## src/rtl/alu_design.sv

```systemverilog
// -----------------------------------------------------------------------------
// alu_design -- registered N-bit arithmetic/logic unit with flag outputs.
//
// Purpose
//   Samples operands and opcode on a rising CLK edge with CE=1 and presents
//   the result and flags on that same edge (registered outputs). Multiply
//   opcodes take one extra CE=1 edge: operands are captured on the accepting
//   edge, and the product is issued on the next enabled edge. Inputs present
//   during that second edge are ignored.
//
// Configuration
//   ALU_MULT_EN : when defined, arithmetic opcodes 9 (MUL_INC) and 10 (MUL_SHL)
//                 are implemented with a 2-cycle latency. When undefined, they
//                 are undefined opcodes (ERR=1, RES=0, 1-cycle latency) and no
//                 multiplier is built.
//
// Parameters
//   N          : operand width in bits (power of two, >= 4)
//
// Ports
//   CLK        : clock, all state changes on the rising edge
//   RST        : asynchronous active-high reset, has priority over CE
//   CE         : clock enable, 0 holds all outputs and internal state
//   MODE       : 1 = arithmetic, 0 = logical
//   CMD[3:0]   : opcode
//   OPA, OPB   : N-bit operands
//   CIN        : carry/borrow in
//   INP_VALID  : bit0 = OPA valid, bit1 = OPB valid
//   RES        : 2N-bit registered result, zero-extended
//   COUT       : carry out of bit N-1 (ADD, ADD_CIN)
//   OFLOW      : borrow (SUB, SUB_CIN, DEC_A, DEC_B)
//   G, L, E    : compare greater / less / equal (CMP)
//   ERR        : undefined opcode, missing operand or out-of-range rotate
// -----------------------------------------------------------------------------
module alu_design #(
    parameter int N = 8
) (
    input  logic           CLK,
    input  logic           RST,
    input  logic           CE,
    input  logic           MODE,
    input  logic [3:0]     CMD,
    input  logic [N-1:0]   OPA,
    input  logic [N-1:0]   OPB,
    input  logic           CIN,
    input  logic [1:0]     INP_VALID,
    output logic [2*N-1:0] RES,
    output logic           COUT,
    output logic           OFLOW,
    output logic           G,
    output logic           L,
    output logic           E,
    output logic           ERR
);

    localparam int LG = $clog2(N);

    // Arithmetic opcodes (MODE = 1)
    localparam logic [3:0] A_ADD     = 4'd0;
    localparam logic [3:0] A_SUB     = 4'd1;
    localparam logic [3:0] A_ADD_CIN = 4'd2;
    localparam logic [3:0] A_SUB_CIN = 4'd3;
    localparam logic [3:0] A_INC_A   = 4'd4;
    localparam logic [3:0] A_DEC_A   = 4'd5;
    localparam logic [3:0] A_INC_B   = 4'd6;
    localparam logic [3:0] A_DEC_B   = 4'd7;
    localparam logic [3:0] A_CMP     = 4'd8;
    localparam logic [3:0] A_MUL_INC = 4'd9;
    localparam logic [3:0] A_MUL_SHL = 4'd10;

    // Logical opcodes (MODE = 0)
    localparam logic [3:0] L_AND     = 4'd0;
    localparam logic [3:0] L_NAND    = 4'd1;
    localparam logic [3:0] L_OR      = 4'd2;
    localparam logic [3:0] L_NOR     = 4'd3;
    localparam logic [3:0] L_XOR     = 4'd4;
    localparam logic [3:0] L_XNOR    = 4'd5;
    localparam logic [3:0] L_NOT_A   = 4'd6;
    localparam logic [3:0] L_NOT_B   = 4'd7;
    localparam logic [3:0] L_SHR1_A  = 4'd8;
    localparam logic [3:0] L_SHL1_A  = 4'd9;
    localparam logic [3:0] L_SHR1_B  = 4'd10;
    localparam logic [3:0] L_SHL1_B  = 4'd11;
    localparam logic [3:0] L_ROL     = 4'd12;
    localparam logic [3:0] L_ROR     = 4'd13;

    typedef enum logic [0:0] {
        ST_IDLE = 1'b0,
        ST_MUL  = 1'b1
    } state_t;

    state_t         state_r;
    state_t         state_s;

    logic [2*N-1:0] res_r;
    logic           cout_r;
    logic           oflow_r;
    logic           g_r;
    logic           l_r;
    logic           e_r;
    logic           err_r;

    logic [2*N-1:0] res_s;
    logic           cout_s;
    logic           oflow_s;
    logic           g_s;
    logic           l_s;
    logic           e_s;
    logic           err_s;

    logic           need_a_s;
    logic           need_b_s;
    logic           undef_s;
    logic           opnd_err_s;
    logic           rot_range_err_s;
    logic [N:0]     wide_s;

`ifdef ALU_MULT_EN
    // Captured multiplier factors, N+1 bits so (A+1) never loses its carry
    logic [N:0]     mul_a_r;
    logic [N:0]     mul_b_r;
    logic [N:0]     mul_a_s;
    logic [N:0]     mul_b_s;
    logic [2*N-1:0] mul_prod_s;
`endif

    // Rotate left; N is a power of two so the index wraps by truncation
    function automatic logic [N-1:0] rotl(input logic [N-1:0] a, input logic [LG-1:0] amt);
        logic [N-1:0] r;
        logic [LG-1:0] idx;
        r = {N{1'b0}};
        for (int i = 0; i < N; i++) begin
            idx    = LG'(i) + amt;
            r[idx] = a[i];
        end
        return r;
    endfunction

    // Rotate right; bit i of the result comes from bit i+amt (mod N)
    function automatic logic [N-1:0] rotr(input logic [N-1:0] a, input logic [LG-1:0] amt);
        logic [N-1:0] r;
        logic [LG-1:0] idx;
        r = {N{1'b0}};
        for (int i = 0; i < N; i++) begin
            idx  = LG'(i) + amt;
            r[i] = a[idx];
        end
        return r;
    endfunction

    // Zero-extend an N-bit logical/wrapped result to the 2N-bit result bus
    function automatic logic [2*N-1:0] zext(input logic [N-1:0] v);
        return {{N{1'b0}}, v};
    endfunction

`ifdef ALU_MULT_EN
    // Product of the captured factors, truncated to the 2N-bit result bus
    always_comb begin
        mul_prod_s = {{(N-1){1'b0}}, mul_a_r} * {{(N-1){1'b0}}, mul_b_r};
    end
`endif

    // Opcode classification: which operands are needed and which codes are undefined
    always_comb begin
        need_a_s = 1'b1;
        need_b_s = 1'b1;
        undef_s  = 1'b0;
        if (MODE) begin
            case (CMD)
                A_ADD, A_SUB, A_ADD_CIN, A_SUB_CIN, A_CMP: begin
                    need_a_s = 1'b1;
                    need_b_s = 1'b1;
                end
                A_INC_A, A_DEC_A: begin
                    need_b_s = 1'b0;
                end
                A_INC_B, A_DEC_B: begin
                    need_a_s = 1'b0;
                end
                A_MUL_INC, A_MUL_SHL: begin
`ifdef ALU_MULT_EN
                    undef_s = 1'b0;
`else
                    undef_s = 1'b1;
`endif
                end
                default: begin
                    undef_s = 1'b1;
                end
            endcase
        end else begin
            case (CMD)
                L_AND, L_NAND, L_OR, L_NOR, L_XOR, L_XNOR, L_ROL, L_ROR: begin
                    need_a_s = 1'b1;
                    need_b_s = 1'b1;
                end
                L_NOT_A, L_SHR1_A, L_SHL1_A: begin
                    need_b_s = 1'b0;
                end
                L_NOT_B, L_SHR1_B, L_SHL1_B: begin
                    need_a_s = 1'b0;
                end
                default: begin
                    undef_s = 1'b1;
                end
            endcase
        end
    end

    // Operand-missing and rotate-range error terms
    always_comb begin
        opnd_err_s      = (need_a_s & ~INP_VALID[0]) | (need_b_s & ~INP_VALID[1]);
        // Bit LG of OPB is deliberately outside the checked range
        rot_range_err_s = |(OPB >> (LG + 1));
    end

    // Next-state and next-output logic
    always_comb begin
        state_s = state_r;
        res_s   = {(2*N){1'b0}};
        cout_s  = 1'b0;
        oflow_s = 1'b0;
        g_s     = 1'b0;
        l_s     = 1'b0;
        e_s     = 1'b0;
        err_s   = 1'b0;
        wide_s  = {(N+1){1'b0}};
`ifdef ALU_MULT_EN
        mul_a_s = mul_a_r;
        mul_b_s = mul_b_r;
`endif
        if (state_r == ST_MUL) begin
            // Second multiply edge: issue the product, ignore current inputs
`ifdef ALU_MULT_EN
            res_s = mul_prod_s;
`else
            res_s = {(2*N){1'b0}};
`endif
            state_s = ST_IDLE;
        end else if (undef_s || opnd_err_s) begin
            err_s = 1'b1;
        end else if (MODE) begin
            case (CMD)
                A_ADD: begin
                    wide_s = {1'b0, OPA} + {1'b0, OPB};
                    res_s  = {{(N-1){1'b0}}, wide_s};
                    cout_s = wide_s[N];
                end
                A_ADD_CIN: begin
                    wide_s = {1'b0, OPA} + {1'b0, OPB} + {{N{1'b0}}, CIN};
                    res_s  = {{(N-1){1'b0}}, wide_s};
                    cout_s = wide_s[N];
                end
                A_SUB: begin
                    // Bit N of the N+1-bit difference is the borrow
                    wide_s  = {1'b0, OPA} - {1'b0, OPB};
                    res_s   = zext(wide_s[N-1:0]);
                    oflow_s = wide_s[N];
                end
                A_SUB_CIN: begin
                    wide_s  = {1'b0, OPA} - {1'b0, OPB} - {{N{1'b0}}, CIN};
                    res_s   = zext(wide_s[N-1:0]);
                    oflow_s = wide_s[N];
                end
                A_INC_A: begin
                    wide_s = {1'b0, OPA} + {{N{1'b0}}, 1'b1};
                    res_s  = zext(wide_s[N-1:0]);
                end
                A_DEC_A: begin
                    wide_s  = {1'b0, OPA} - {{N{1'b0}}, 1'b1};
                    res_s   = zext(wide_s[N-1:0]);
                    oflow_s = wide_s[N];
                end
                A_INC_B: begin
                    wide_s = {1'b0, OPB} + {{N{1'b0}}, 1'b1};
                    res_s  = zext(wide_s[N-1:0]);
                end
                A_DEC_B: begin
                    wide_s  = {1'b0, OPB} - {{N{1'b0}}, 1'b1};
                    res_s   = zext(wide_s[N-1:0]);
                    oflow_s = wide_s[N];
                end
                A_CMP: begin
                    e_s = (OPA == OPB);
                    g_s = (OPA > OPB);
                    l_s = (OPA < OPB);
                end
`ifdef ALU_MULT_EN
                A_MUL_INC: begin
                    // Outputs read zero on the accepting edge
                    mul_a_s = {1'b0, OPA} + {{N{1'b0}}, 1'b1};
                    mul_b_s = {1'b0, OPB} + {{N{1'b0}}, 1'b1};
                    state_s = ST_MUL;
                end
                A_MUL_SHL: begin
                    mul_a_s = {1'b0, OPA[N-2:0], 1'b0};
                    mul_b_s = {1'b0, OPB};
                    state_s = ST_MUL;
                end
`endif
                default: begin
                    err_s = 1'b1;
                end
            endcase
        end else begin
            case (CMD)
                L_AND:    res_s = zext(OPA & OPB);
                L_NAND:   res_s = zext(~(OPA & OPB));
                L_OR:     res_s = zext(OPA | OPB);
                L_NOR:    res_s = zext(~(OPA | OPB));
                L_XOR:    res_s = zext(OPA ^ OPB);
                L_XNOR:   res_s = zext(~(OPA ^ OPB));
                L_NOT_A:  res_s = zext(~OPA);
                L_NOT_B:  res_s = zext(~OPB);
                L_SHR1_A: res_s = zext({1'b0, OPA[N-1:1]});
                L_SHL1_A: res_s = zext({OPA[N-2:0], 1'b0});
                L_SHR1_B: res_s = zext({1'b0, OPB[N-1:1]});
                L_SHL1_B: res_s = zext({OPB[N-2:0], 1'b0});
                L_ROL: begin
                    res_s = zext(rotl(OPA, OPB[LG-1:0]));
                    err_s = rot_range_err_s;
                end
                L_ROR: begin
                    res_s = zext(rotr(OPA, OPB[LG-1:0]));
                    err_s = rot_range_err_s;
                end
                default: begin
                    err_s = 1'b1;
                end
            endcase
        end
    end

    // State, operand capture and output registers; CE=0 holds everything
    always_ff @(posedge CLK or posedge RST) begin
        if (RST) begin
            state_r <= ST_IDLE;
            res_r   <= {(2*N){1'b0}};
            cout_r  <= 1'b0;
            oflow_r <= 1'b0;
            g_r     <= 1'b0;
            l_r     <= 1'b0;
            e_r     <= 1'b0;
            err_r   <= 1'b0;
`ifdef ALU_MULT_EN
            mul_a_r <= {(N+1){1'b0}};
            mul_b_r <= {(N+1){1'b0}};
`endif
        end else if (CE) begin
            state_r <= state_s;
            res_r   <= res_s;
            cout_r  <= cout_s;
            oflow_r <= oflow_s;
            g_r     <= g_s;
            l_r     <= l_s;
            e_r     <= e_s;
            err_r   <= err_s;
`ifdef ALU_MULT_EN
            mul_a_r <= mul_a_s;
            mul_b_r <= mul_b_s;
`endif
        end
    end

    assign RES   = res_r;
    assign COUT  = cout_r;
    assign OFLOW = oflow_r;
    assign G     = g_r;
    assign L     = l_r;
    assign E     = e_r;
    assign ERR   = err_r;

endmodule

```

## config.mk

```make
export PLATFORM = sky130hd
export DESIGN_NAME = alu_design
export DESIGN_NICKNAME = d
export VERILOG_FILES = /design/src/rtl/alu_design.sv
export SDC_FILE = /design/constraint.sdc
export NUM_CORES = 1
export LEC_CHECK = 0
export ABC_AREA = 0
export BUFFER_PORTS_ARGS = -buffer_cell sky130_fd_sc_hd__buf_2
export CELL_PAD_IN_SITES_DETAIL_PLACEMENT = 1
export CELL_PAD_IN_SITES_GLOBAL_PLACEMENT = 2
export CORE_MARGIN = 5
export CORE_UTILIZATION = 25
export CTS_BUF_LIST = sky130_fd_sc_hd__clkbuf_8
export DETAILED_ROUTE_END_ITERATION = 10
export GPL_TIMING_DRIVEN = 0
export PLACE_DENSITY = 0.62
export SYNTH_ARGS = -nofsm -noshare
export SYNTH_HDL_FRONTEND = slang
export SYNTH_SLANG_ARGS = --single-unit
```

## constraint.sdc

```tcl
create_clock -name CLK -period 2.35 [get_ports CLK]
set_input_delay 0 -clock CLK [delete_from_list [all_inputs] [get_ports CLK]]
set_output_delay 0 -clock CLK [all_outputs]
set_load 0.1 [all_outputs]
```

==> results.txt, run 1 <==
- Peak VDD IR: about 0.00016 V
- IO buf count: 39
- Detailed-route wire length per cell: approximately 25 um
* Largest net degree at the start of global routing: 16
* Data arrival time of the critical path: between 2 and 2.5 ns
* Share of the cycle needed by the critical path after routing: 0.990
- The congestion estimate from routability-driven global placement came to between 0.9 and 1.
- Clock tree synthesis inserted a total of 3 buffers.
- For this run, the total global-route usage over all layers was measured as 0.227.
- Once detail routing completed, the nets flagged for antenna violations numbered 0.
- Via-per-instance ratio: 5.79
* Fraction of layout instances using a drive strength above 1: 0.290
* Kind of path behind the tightest hold check: input port to flip-flop
* Final count of hold timing violations: 0
- The filler cells instantiated in the layout total 2,181.
- Overflow after GRT: 0
* Remaining routing DRC violations: 0
* Most used cells in the layout excluding fill and tap cells: sky130_fd_sc_hd__buf_4, sky130_fd_sc_hd__nor2_1, sky130_fd_sc_hd__nand2_1
* Final setup slack of the worst path: 0.0242 ns
- For this run, the number of Yosys warnings is 0.
- In this run the clock root is driven by a sky130_fd_sc_hd__clkbuf_8.
- For this run, the register share of the synthesized area comes to 0.0839.
- The worst path needs ~2.3 ns of the cycle, external delays included.
- CP max FO: 8
* XOR/XNOR share of the synthesized area: 0.103
- Hold timing on the final database bottoms out at a slack of about 0.05 ns.
- Count of distinct cell types in the synthesized netlist: 72
* First-pass GRT wire length: ~36,000 um
* Die height: ~140 um
- Of the total synthesized cell area, the portion taken by full adders, half adders and majority gates is 0.118.
* Critical Path, Cell by Cell: buf_12 -> clkbuf_16 -> clkinv_8 -> ha_4 -> a211oi_4 -> o21bai_2 -> buf_4 -> a21oi_4 -> xnor2_2 -> nand4_1 -> buf_4 -> xor2_1 -> o221a_1 -> a221oi_2
- Clock-pin slew was measured on the worst setup and hold paths at roughly 0.070 ns.
* Post-synth design cell area: between 4000 and 5000 um^2
- Critical Path Most Common Cell: sky130_fd_sc_hd__buf_4
- Relative area change from synthesis to final layout: 36.4%
* Total length of routed wires: between 20,000 and 25,000 um
- The worst setup path is launched from an input port.
* Starting density of the core: 0.252
* Total Die Area: 20,700 um^2
- Counting every sink on the clock net gives 15.
- For this design the static power due to leakage is roughly 0.0025 uW.
- Total I/O pin count: a little under 50
- Across all layers, the routed design uses between 5,000 and 6,000 vias.
- Once detailed placement completed, the half-perimeter wirelength came to approximately 19,000 um.
* Fraction of registers with async set/reset: 1.00
- Total setup violations reported at the end of the flow: 0
- First-pass iteration count of the detailed router: 5
* Worst Setup End Kind: flip-flop
* Count of routing violations after the opening detailed-route iteration: ~460
- The repair_antennas step left the layout with diodes totalling 0.
* Synth Area in Simple Gates: 0.222
- Prior to clock tree synthesis, the placed netlist has a worst setup slack of -1.49 ns.
* Cells after synthesis: 630
- Mux contribution to synthesized area: 0.0942
* Kind of critical path: input port to flip-flop
- Via count of the first global-routing pass: roughly 5,400
- For the pin with the worst max-slew slack, the measured transition is between 0.7 and 0.8 ns.
* Commonest non-fill, non-tap cell in the layout: sky130_fd_sc_hd__buf_4
- Status: finished clean
- The number of buffers and inverters on the critical path is 5.
- Register bit count reported by yosys: 15
- Number of synthesized flops with an enable pin: 0
* Compound-cell area share of the yosys netlist: 0.294
- In this run the power density over the cells is about 340 nW/um^2.
* X dimension of the die: about 140 um
- The initial antenna violation count came to 0.
* CTS max path bufs: 2
- Synth Area per Inst: roughly 7 um^2
- Worst Path Required: around 2.5 ns
* Floorplan Core Area: between 15,000 and 20,000 um^2
* Rows: 49
- Highest Clock Rate: about 0.43 GHz
- For this design, the slowest cell found on the critical path is sky130_fd_sc_hd__a211oi_4.
- Unrepaired setup endpoints after global routing: yes
- Delay of the slowest cell on the worst path: 0.29 ns
* Critical path's top delay family: compound AO/OA/AOI/OAI gates
* Clock insertion delay at the later pin of the skew report: roughly 0.25 ns
- Worst slew slack as a fraction of its limit: 0.463
- Top_reg_cell synth: sky130_fd_sc_hd__dfrtp_1
* Clock skew: 0 ns
* Clock tree from TritonCTS: built
- Measured on the finished design, the core utilization comes to 0.343.
- The number of max-slew violations in the final report is 0.
* Final layout net count: slightly below 800
* Count of H-tree levels built during CTS: 1
- Max-cap violations in this run came to 0.
- Largest family of logic cells by synthesized area: compound AO/OA/AOI/OAI gates
## path summary, 6_finish.rpt
kind | startpoint | to | slack, ns | cells past startpoint
worst max-delay path | OPB[1] | RES[6] | 0.02 | 14
worst min-delay path | CE | RES[8] | 0.05 | 2
worst max register to register | RES[5] | RES[5] | 0.48 | 5
worst min register to register | RES[7] | RES[7] | 0.49 | 2
max in group asynchronous | RST | RES[1] | 1.59 | 3
min in group asynchronous | RST | L | 0.36 | 3
## kinds of logic (layout without fill, tap and decap cells)
family | after synthesis | count (layout)
flip-flops | 15 | 15
adder cells (fa/ha/maj) | 41 | 41
AND/OR/NAND/NOR | 207 | 207
AO/OA/AOI/OAI | 196 | 196
other | 1 | 7
multiplexers | 32 | 32
buffers and inverters | 87 | 178
XOR/XNOR | 51 | 51
## area by class of cell
type	count	area, um^2	share of cell area
Sequential cell	15	375	0.0615
Inverter	32	164	0.0268
Timing Repair Buffer	94	676	0.111
Multi-Input combinational cell	534	4140	0.678
Clock inverter	1	5.00	0.000820
Tap cell	229	287	0.0469
Buffer	48	415	0.0680
Clock buffer	3	41.3	0.00676
## power by group
group / internal (uW) / total [uW] / switching, uW
clock network: 118 / 218 / 100
registers: 269 / 276 / 6.49
logic: 603 / 1580 / 978
total: 990 / 2070 / 1080
## cell usage after synthesis, types with 5 or more instances
cell type / count / area share
sky130_fd_sc_hd__o22ai_1: 13 / 0.018
sky130_fd_sc_hd__o21ai_1: 7 / 0.0078
sky130_fd_sc_hd__xor2_1: 16 / 0.031
sky130_fd_sc_hd__nand3_1: 18 / 0.020
sky130_fd_sc_hd__ha_1: 39 / 0.11
sky130_fd_sc_hd__o21bai_1: 5 / 0.0084
sky130_fd_sc_hd__nand2_1: 56 / 0.047
sky130_fd_sc_hd__nor4_1: 7 / 0.0098
sky130_fd_sc_hd__o211ai_1: 7 / 0.012
sky130_fd_sc_hd__buf_4: 10 / 0.017
sky130_fd_sc_hd__a211oi_1: 9 / 0.015
sky130_fd_sc_hd__nand4_1: 9 / 0.013
sky130_fd_sc_hd__and3_1: 9 / 0.013
sky130_fd_sc_hd__o221ai_1: 6 / 0.012
sky130_fd_sc_hd__buf_2: 11 / 0.012
sky130_fd_sc_hd__a21oi_1: 53 / 0.059
sky130_fd_sc_hd__clkbuf_1: 31 / 0.026
sky130_fd_sc_hd__o21ai_0: 33 / 0.037
sky130_fd_sc_hd__mux2i_1: 23 / 0.051
sky130_fd_sc_hd__inv_1: 28 / 0.023
sky130_fd_sc_hd__nor2b_1: 12 / 0.017
sky130_fd_sc_hd__o32ai_1: 5 / 0.0098
sky130_fd_sc_hd__nor3_1: 16 / 0.018
sky130_fd_sc_hd__a22oi_1: 6 / 0.010
sky130_fd_sc_hd__xnor2_1: 33 / 0.065
sky130_fd_sc_hd__nand2b_1: 5 / 0.0070
sky130_fd_sc_hd__nor2_1: 58 / 0.049
sky130_fd_sc_hd__a31oi_1: 7 / 0.0098
sky130_fd_sc_hd__dfrtp_1: 15 / 0.084
sky130_fd_sc_hd__mux4_2: 8 / 0.040
## registers in the layout, summed over array words and instances (netlist names)
register and count:
RES 9, COUT 1, E 1, ERR 1, G 1, L 1, OFLOW 1
## stage by stage
stage | power, uW | setup TNS [ns] | instances | instance area, um^2
floorplan | 1160 | -0.0621 | 636 | 4570
detailed placement | 1540 | -13.39 | 904 | 5050
global route | 2190 | -0.197 | 956 | 6100
global placement | 1530 | -13.21 | 904 | 5050
CTS | 1930 | 0 | 923 | 5660
finish | 2070 | 0 | 956 | 6100
## timing repair
action | CTS | global route
hold endpoints to repair | 15 | 0
pin swaps | 21 | 25
setup buffers | 19 | 34
endpoints found under the setup margin | 13 | 10
gates cloned | 0 | 1
gates resized for setup | 98 | 49
hold buffers | 1 | 0
## routing by layer
layer | GRT usage | routed length, um
met1 | 0.322 | 10700
met2 | 0.374 | 11100
met3 | 0.0203 | 1500
met4 | 0.0540 | 850
met5 | 0 | 0
No activity file was read; power rests on OpenSTA's default activity.
==> inputs of run 2 (changes only) <==
--- a/config.mk
+++ b/config.mk
@@ -9,12 +9,13 @@
 export BUFFER_PORTS_ARGS = -buffer_cell sky130_fd_sc_hd__buf_2
 export CELL_PAD_IN_SITES_DETAIL_PLACEMENT = 1
 export CELL_PAD_IN_SITES_GLOBAL_PLACEMENT = 2
+export CORE_ASPECT_RATIO = 0.6
 export CORE_MARGIN = 5
-export CORE_UTILIZATION = 25
+export CORE_UTILIZATION = 38
 export CTS_BUF_LIST = sky130_fd_sc_hd__clkbuf_8
 export DETAILED_ROUTE_END_ITERATION = 10
 export GPL_TIMING_DRIVEN = 0
-export PLACE_DENSITY = 0.62
+export PLACE_DENSITY = 0.88
 export SYNTH_ARGS = -nofsm -noshare
 export SYNTH_HDL_FRONTEND = slang
 export SYNTH_SLANG_ARGS = --single-unit
==> run 2 against run 1 <==
  * The run now ends with setup timing left
  * Routed wire length increased by 8.8%
  * Sequential share of layout area about the same
  * Combinational power up 6%
  * Worst setup slack lost 0.13 ns
  * Clock power shrank 6%
  * Sequential power about the same
  * Global-route usage rose by 12 points
  * Non-clock buffer count rose by 7
  * Critical path depth did not move
==> results.txt, run 2 (synthesis gave the netlist of run 1 again) <==
- Status: complete, but fails checks
- The checks that failed: setup timing.
- Of all nets on the critical path, the largest fanout is 9.
* Clock tree from TritonCTS: built
* Antenna Nets Post-Route: 0
- Worst Path Required: around 2.5 ns
- The die covers 14,100 um^2.
- CP bufs+invs: 2
- Measured against its own limit, the worst slew margin works out to 0.435.
* Count of routing violations after the opening detailed-route iteration: approximately 710
* CTS max path bufs: 2
* X dimension of the die: about 150 um
- Entering global routing, the biggest net connects 16 pins.
* Commonest non-fill, non-tap cell in the layout: sky130_fd_sc_hd__buf_4
- Relative area change from synthesis to final layout: 35.8%
- Unrepaired setup endpoints after global routing: yes
- Static Leak: 0.00253 uW
* Final RePlAce weighted congestion: about 1.0
* Flip-flop count of the largest register after layout: 9
- The count of final hold-check violations came to 0.
- Via total after detailed routing: around 6,000
- Number of max-cap violations: 0
- For this run, the post-layout net count is about 800.
- At the later pin of the worst-skew pair, clock insertion delay measures 0.25 ns.
- GR Layer Usage met3: 0.138
- Via-per-instance ratio: between 6 and 7
- Fraction of the core area covered by cells at the end of the flow: 0.533
- In this run the power density over the cells is 355 nW/um^2.
* Critical path's top delay family: compound AO/OA/AOI/OAI gates
- Kind of path behind the tightest hold check: input port to flip-flop
- Area of all placed cells without fillers: 6080 um^2
- Total half-perimeter wirelength after legalization and detailed placement: ~19,000 um
* Critical Path, Cell by Cell: buf_6 -> nor4bb_4 -> buf_6 -> nand2_2 -> o21ai_2 -> ha_4 -> nand3_2 -> mux2i_2 -> o21ai_1 -> xnor2_1 -> a211o_1 -> a221oi_2 -> o221a_1 -> a221oi_2
- CTS Sinks: 15
- Highest Clock Rate: 0.408 GHz
* Overall track demand over capacity in global routing: 0.343
- The first global-routing pass estimated ~36,000 um of wire.
* Detailed-route wire length per cell: between 20 and 30 um
* Clock transition time at the flip-flop clock pins of the worst setup and hold paths: 0.06 ns
* Share of the cycle needed by the critical path after routing: 1.04
- Count of final max-slew check failures: 0
* Cell with the biggest individual delay on the critical path: sky130_fd_sc_hd__a211o_1
- Met2 global-route usage: 0.491
- Die height: 94.1 um
* Total length of routed wires: about 26,000 um
- In the final layout, the share of cells above drive strength 1 is 0.293.
- For the pin with the worst max-slew slack, the measured transition is ~0.85 ns.
- The worst setup path is captured at a flip-flop.
- OpenSTA, run right after detailed placement, puts the worst setup slack at -1.58 ns.
* # diodes: 0
* Peak VDD IR: about 0.00021 V
- Starting density of the core: 0.392
* Kind of critical path: input port to flip-flop
- CTS built an H-tree with a depth of 1.
- The initial antenna violation count was 0.
- Rows: 30
* Global route hottest layer: met2
- First-pass iteration count of the detailed router: 6
* Instance area after placement: 4970 um^2
- For this run, the slowest stage of the critical path takes 0.34 ns.
- Buffers inserted during clock tree synthesis total 3.
- Once routing completed, OpenROAD measured the worst setup slack at -0.102 ns.
- Global routing finished with a remaining overflow of 0.
- In this run the clock root is driven by a sky130_fd_sc_hd__clkbuf_8.
- In the global route stage, met1 resource usage came out at 0.490.
- The via count of the first global-routing pass was between 5,000 and 6,000.
* IO buf count: 39
* Final-layout fill cell count: 1,443
* Total setup violations reported at the end of the flow: 5
- The library cells used most frequently in the layout, excluding fill and tap cells, are sky130_fd_sc_hd__buf_4, sky130_fd_sc_hd__nor2_1, sky130_fd_sc_hd__nand2_1.
- STA classifies the critical path startpoint as an input port.
- Smallest hold slack: slightly above 0.05 ns
- For this run, design rule violations remaining after detail routing come to 0.
- Clock skew: 0 ns
* Total I/O pin count: 49
* Data arrival time of the critical path: about 2.6 ns
- Floorplan Core Area: approximately 11,000 um^2
- The routed design could run at a clock period as short as roughly 2.5 ns.
-- run 2: cell types whose count changed in the layout (fill, tap and decap cells not counted), moves of 3 or more --
cell                       delta
sky130_fd_sc_hd__buf_4        +3
sky130_fd_sc_hd__o21ai_1      -4
sky130_fd_sc_hd__inv_8        +3
sky130_fd_sc_hd__clkbuf_4     +3
sky130_fd_sc_hd__o21ai_0      +3
-- run 2: report_power, final --
group / internal [uW] / leakage, uW / total (uW) / switching (uW)
Sequential: 269 / 0.000203 / 277 / 7.40
Clock: 116 / 0.0000269 / 205 / 89.2
Combinational: 625 / 0.00230 / 1680 / 1050
Total: 1010 / 0.00253 / 2160 / 1150
-- run 2: worst paths after layout --
path,startpoint,end,slack [ns],cells past startpoint
worst max-delay path,CMD[0],RES[6],-0.10,14
worst min-delay path,CE,RES[8],0.05,2
worst max register to register,RES[5],RES[5],0.48,5
worst min register to register,E,E,0.50,1
max in group asynchronous,RST,RES[6],1.62,3
min in group asynchronous,RST,ERR,0.35,3
-- run 2: through the flow --
step	TNS (ns)	power [uW]	cells
after floorplan	-0.0621	1160	636
after global routing	-0.633	2240	894
final	-0.310	2160	894
after CTS	-0.0114	1940	865
after global placement	-11.76	1530	835
after detailed placement	-13.61	1550	835
-- run 2: per-layer routing --
layer	wire (um)	part of all wire
met5	0	0
met4	616	0.023
met3	4010	0.15
met2	10800	0.41
met1	10800	0.41
-- run 2: cell type report --
class | instances | area [um^2] | area share
clock buffer | 3 | 41.3 | 0.00679
multi-input combinational | 534 | 4120 | 0.678
clock inverter | 1 | 3.75 | 0.000617
sequential | 15 | 375 | 0.0617
inverter | 32 | 175 | 0.0288
tap | 160 | 200 | 0.0329
buffer | 48 | 407 | 0.0669
timing repair buffer | 101 | 758 | 0.125
-- run 2: repair_timing --
| item | in CTS | in global routing |
|---|---|---|
| hold buffers | 1 | 0 |
| gates resized for setup | 95 | 65 |
| endpoints found under the setup margin | 14 | 11 |
| buffers inserted | 28 | 33 |
| hold endpoints to repair | 15 | 0 |
| pin swaps | 20 | 29 |
| gates cloned | 0 | 0 |
-- run 2: worst reg2reg max path: cells and delay by family (launching register included) --
family	cells	cell delay, ns
DFF	1	0.41
AOI/OAI and AO/OA	5	1.31
